$ cat config.mk
export PLATFORM = sky130hd
export DESIGN_NAME = sfilter_control
export DESIGN_NICKNAME = d
export VERILOG_FILES = /design/src/rtl/sfilter_control_pkg.sv /design/src/rtl/sfilter_control.sv
export SDC_FILE = /design/constraint.sdc
export NUM_CORES = 1
export LEC_CHECK = 0
export BUFFER_PORTS_ARGS = -buffer_cell sky130_fd_sc_hd__buf_2
export CORE_ASPECT_RATIO = 0.5
export CORE_MARGIN = 2
export CORE_UTILIZATION = 35
export CTS_CLUSTER_DIAMETER = 200
export DETAILED_ROUTE_END_ITERATION = 10
export SETUP_SLACK_MARGIN = 0.2
export SLEW_MARGIN = 20
export SYNTH_ARGS = -nofsm -noshare
export SYNTH_HDL_FRONTEND = slang
export SYNTH_SLANG_ARGS = --single-unit
$ cat constraint.sdc
create_clock -name clk -period 5 [get_ports clk]
set_input_delay 0.25 -clock clk [delete_from_list [all_inputs] [get_ports clk]]
set_output_delay 0.25 -clock clk [all_outputs]
set_load 0.05 [all_outputs]
$ cat src/rtl/sfilter_control_pkg.sv
// Shared LPC constants and the synthesis sequencer state encoding.
package sfilter_control_pkg;

  localparam int LPC_ORDER = 10;
  localparam int LPC_FRAME = 160;

  typedef enum logic [2:0] {
    ST_IDLE,
    ST_LOAD,
    ST_MAC,
    ST_DRAIN,
    ST_WRITE,
    ST_DONE
  } state_t;

endpackage

$ cat src/rtl/sfilter_control.sv
// LPC synthesis filter sequencer: per sample LOAD, min(n,ORDER) taps, MAC_LAT drain, WRITE.
// All outputs decode registered state; start only matters in IDLE/DONE.
module sfilter_control
  import sfilter_control_pkg::*;
#(
  parameter int ORDER   = LPC_ORDER,
  parameter int FRAME   = LPC_FRAME,
  parameter int MAC_LAT = 1,
  parameter int AW      = 8
) (
  input  logic             clk,
  input  logic             reset,
  input  logic             start,
  output logic             ready,
  output logic             next_sample,
  output logic [AW-1:0]    residue_raddr,
  output logic [ORDER-1:0] a_rsel,
  output logic [AW-1:0]    y_raddr,
  output logic [AW-1:0]    y_waddr,
  output logic             y_wen
);

  localparam int KW = $clog2(ORDER + 1);
  // With no datapath latency the result is usable right after the last tap.
  localparam state_t POST_TAPS = (MAC_LAT == 0) ? ST_WRITE : ST_DRAIN;

  state_t        state, state_nxt;
  logic [AW-1:0] n, n_nxt;
  logic [KW-1:0] k, k_nxt;
  logic [2:0]    d, d_nxt;
  logic [KW-1:0] k_last;

  always_ff @(posedge clk or negedge reset) begin
    if (!reset) begin
      state <= ST_IDLE;
      n     <= '0;
      k     <= '0;
      d     <= '0;
    end else begin
      state <= state_nxt;
      n     <= n_nxt;
      k     <= k_nxt;
      d     <= d_nxt;
    end
  end

  always_comb begin
    k_last = (n >= AW'(ORDER)) ? KW'(ORDER) : KW'(n);
  end

  always_comb begin
    state_nxt = state;
    n_nxt     = n;
    k_nxt     = k;
    d_nxt     = d;
    case (state)
      ST_IDLE, ST_DONE: begin
        if (start) begin
          state_nxt = ST_LOAD;
          n_nxt     = '0;
        end
      end
      ST_LOAD: begin
        d_nxt = '0;
        if (n == '0) begin
          state_nxt = POST_TAPS;
        end else begin
          state_nxt = ST_MAC;
          k_nxt     = KW'(1);
        end
      end
      ST_MAC: begin
        if (k == k_last) begin
          state_nxt = POST_TAPS;
          d_nxt     = '0;
        end else begin
          k_nxt = k + KW'(1);
        end
      end
      ST_DRAIN: begin
        if (d == 3'(MAC_LAT - 1)) state_nxt = ST_WRITE;
        else                      d_nxt     = d + 3'd1;
      end
      ST_WRITE: begin
        if (n == AW'(FRAME - 1)) begin
          state_nxt = ST_DONE;
        end else begin
          n_nxt     = n + AW'(1);
          state_nxt = ST_LOAD;
        end
      end
      default: state_nxt = ST_IDLE;
    endcase
  end

  // k >= 1 whenever MAC is active, so n-k stays non-negative.
  always_comb begin
    ready         = (state == ST_DONE);
    next_sample   = (state == ST_LOAD);
    residue_raddr = (state == ST_LOAD) ? n : '0;
    a_rsel        = (state == ST_MAC) ? (ORDER'(1) << (k - KW'(1))) : '0;
    y_raddr       = (state == ST_MAC) ? (n - AW'(k)) : '0;
    y_wen         = (state == ST_WRITE);
    y_waddr       = (state == ST_WRITE) ? n : '0;
  end

endmodule

==> summary.txt <==
Placed design
  • Worst slack at placement: 2370 ps
  • # placed instances: 327
  • Placed wire-length estimate: approximately 3500 microns
  • Gp weighted congestion: 0.838
  • # port buffers: 39

Synth
  • Synth Area in XOR/XNOR: 0.0519
  • Synthesized-area fraction occupied by ao, oa, aoi and oai cells: 0.152
  • Synth cell types: between 50 and 60
  • Share of synthesized registers carrying an async set or reset: 1.00
  • Synthesized netlist net count: 251
  • Post-synthesis area per instance: 8.00 sq um
  • Synthesis Warnings: 0
  • Number of enable-type register cells in the synthesized netlist: 0
  • Sequential area share after synthesis: 0.243
  • Post-synth top flop: sky130_fd_sc_hd__dfrtp_1
  • Multiplexer area fraction after synthesis: 0.0168
  • Syn Std Cell Area: 1860 sq um
  • Number of cells produced by synthesis: 232
  • Seq cells post-synth: 18
  • Adder and majority cell fraction of the synthesized area: 0.112
  • Area share of and/or/nand/nor cells after synthesis: 0.361
  • Main combinational cell family by area after synthesis: simple AND/OR/NAND/NOR gates

Clock tree
  • Insertion delay to the later sink of the worst-skew pair: 260 ps
  • Maximum clock path buffer count: 2
  • Total of hold buffers inserted after clock tree synthesis: 1
  • Number of clock buffers inserted by TritonCTS: 3
  • Post-CTS Resized: 0
  • Root buffer cell: sky130_fd_sc_hd__clkbuf_8
  • Post-CTS setup buffers: 0
  • Clock slew at the register clock pins of the worst setup and hold paths: around 80 ps
  • TritonCTS clock tree: yes
  • H-tree Lvls: 1
  • Number of sinks driven by the clock tree: 18

Run
  • Number of maximum-capacitance constraint violations: 0

Critical path
  • Worst-case reg-to-reg path depth: 7
  • Endpoint arrival time on the critical path: 2660 ps
  • Kind of critical path: reg -> out
  • Req. time, crit path: 4750 ps
  • Type of element capturing the critical path: output pin
  • Crit-path max FO: 13
  • Worst reg2reg endpoint: k[1]
  • Setup slack of the worst register-to-register path: 2650 ps
  • Worst setup SP type: flop
  • Critical register-to-register path startpoint: n[0]

Routing
  • Post-DR wirelength/cell: 13.4 microns
  • Residual DRC: 0
  • Starting DRC count in detailed routing: 92
  • Vias per Instance: 5.17
  • Post-Route WL: 4460 microns
  • Number of vias after detailed routing: 1717
  • Detailed-routing iteration count for the pre-antenna-repair pass: 4
  • Final antenna-violating net count: 0

Timing
  • Final total negative setup slack: 0 ps
  • Worst Hold Margin: 415 ps
  • Layout Skew: 10.6 ps
  • Final-report setup violation count: 0
  • Slew at the pin closest to its max-slew limit: 582 ps
  • Setup repair after global routing missed its margin: no
  • Final critical path time including I/O delays and setup: 2910 ps
  • Maximum achievable frequency: 0.343 GHz
  • Crit path setup slack, layout: approximately 2100 ps
  • Crit share post-route: 0.583
  • Hold Violations, Final: 0
  • Max-slew violation count: 0
  • Relative max-transition margin: 0.612

Min path
  • Startpoint of the tightest hold check path: start
  • Endpoint with the worst hold slack: state[2]
  • Class of the worst hold path: in -> reg
  • Hold depth: 4

Floorplanning
  • Count of pins on the block boundary: 40
  • Height of the die: 55.5 microns
  • Area of the core region: 5020 sq um
  • Site row count: 18
  • Overall die area: 5940 sq um
  • DIE WIDTH: 107 microns
  • Starting density of the core: 0.370

Final layout
  • Area taken by multi-input logic gates: 1290 sq um
  • Final cell count without fillers: 332
  • Post-layout net count: 282
  • Layout cell share with drive strength beyond 1: 0.210
  • Final core area utilization: 0.425
  • Fillers: 511
  • Antenna diode instance count: 0
  • Footprint of the flip-flops and latches: 450 sq um
  • Layout Area Growth over Synthesis: 14.9%

Pwr
  • Worst-case vdd ir drop: 0.152 mV
  • Leakage power summed over all cells: 1.09 nW
  • Total power divided by cell area: 536 nW/um^2

Status
  • Outcome: finished, final reports clean

Global route
  • Global-route wire length before repair: around 7400 microns
  • Number of antenna violations at the first check in global routing: 0
  • Overall global routing resource usage: 0.153
  • Vias in the first global route: 1510
  • Total overflow reported by the global router: 0
  • Pin count of the biggest net entering global routing: 19
## worst max-delay path, cell delays in order (launching register included)
cell	delay (ps)
sky130_fd_sc_hd__dfrtp_1	600
sky130_fd_sc_hd__ha_1	220
sky130_fd_sc_hd__inv_1	60
sky130_fd_sc_hd__fa_1	400
sky130_fd_sc_hd__a21o_1	170
sky130_fd_sc_hd__a21oi_1	230
sky130_fd_sc_hd__nor3b_1	270
sky130_fd_sc_hd__xnor2_1	90
sky130_fd_sc_hd__nor2_1	90
sky130_fd_sc_hd__buf_2	270
## where the power goes
part | leakage [nW] | internal (W) | switching (W) | total [W]
Sequential | 0.239 | 0.000177 | 0.0000883 | 0.000265
Clock | 0.0288 | 0.0000700 | 0.0000518 | 0.000122
Combinational | 0.824 | 0.000263 | 0.000494 | 0.000757
Total | 1.09 | 0.000510 | 0.000634 | 0.00114
## sequential cells by signal, summed over array words and instances, names as in the netlist
signal,count
n,8
k,4
d,3
state,3
## metal layers
layer  track usage  up-vias  part of all wire
met4        0.0297        0            0.0090
met3        0.0342        4             0.037
met1         0.220      804              0.51
li1              -      876                 -
met2         0.235       33              0.44
met5             0        -                 0
## stage by stage
stage	area [sq um]	power [W]
after floorplan	1860	0.000871
after global placement	2070	0.00101
after detailed placement	2070	0.00102
after CTS	2130	0.00115
after global routing	2130	0.00125
final	2130	0.00114
## cell type report
| cell class | instances | share of cell area |
|---|---|---|
| Tap cell | 70 | 0.0411 |
| Timing Repair Buffer | 40 | 0.0962 |
| Multi-Input combinational cell | 187 | 0.603 |
| Clock buffer | 4 | 0.0258 |
| Inverter | 13 | 0.0229 |
| Sequential cell | 18 | 0.211 |
## worst max-delay path by stage
stage	startpoint	to	slack, ps	cells after the start
after CTS	k[0]	y_raddr[6]	2080	9
after global routing	k[0]	y_raddr[6]	1880	9
after floorplan	k[1]	y_raddr[7]	2290	7
after global placement	k[0]	y_raddr[6]	2490	9
final	k[0]	y_raddr[6]	2090	9
after detailed placement	k[0]	y_raddr[6]	2370	9
## Yosys cell counts (3+ instances only)
library cell | count | area, sq um
sky130_fd_sc_hd__nand3_1 | 10 | 50.1
sky130_fd_sc_hd__nor2_1 | 22 | 82.6
sky130_fd_sc_hd__dfrtp_1 | 18 | 450
sky130_fd_sc_hd__nand2b_1 | 6 | 37.5
sky130_fd_sc_hd__inv_1 | 13 | 48.8
sky130_fd_sc_hd__buf_2 | 6 | 30.0
sky130_fd_sc_hd__o21ai_0 | 13 | 65.1
sky130_fd_sc_hd__xnor2_1 | 10 | 87.6
sky130_fd_sc_hd__a21oi_1 | 7 | 35.0
sky130_fd_sc_hd__and3_1 | 17 | 106
sky130_fd_sc_hd__nor3b_1 | 3 | 22.5
sky130_fd_sc_hd__clkbuf_1 | 6 | 22.5
sky130_fd_sc_hd__a21o_1 | 4 | 30.0
sky130_fd_sc_hd__and2_1 | 13 | 81.3
sky130_fd_sc_hd__nand2_1 | 17 | 63.8
sky130_fd_sc_hd__o31ai_1 | 4 | 30.0
sky130_fd_sc_hd__nor3_1 | 5 | 25.0
sky130_fd_sc_hd__ha_1 | 15 | 188
## cells in the final DEF (no fill, tap or decap), drive strengths merged, types with 2 or more instances in the layout
cell	Yosys	routed
buf	8	39
nor2	22	22
dfrtp	18	18
nand2	18	18
and3	17	17
ha	15	15
and2	15	15
o21ai	14	14
inv	13	13
xnor2	10	10
nand3	10	10
a21oi	7	7
nand2b	6	6
nor3	6	6
a21o	4	4
o31ai	4	4
clkbuf	6	4
nor3b	4	4
nor4	4	4
nor2b	2	2
and4	2	2
or3	2	2
mux2i	2	2
a31oi	2	2
## logic make-up after synthesis
group           after synthesis
xor+xnor                     11
mux                           3
fa+ha+maj                    16
compound gates               43
buf+inv                      27
flops                        18
simple gates                114
No activity file was read; power rests on OpenSTA's default activity.
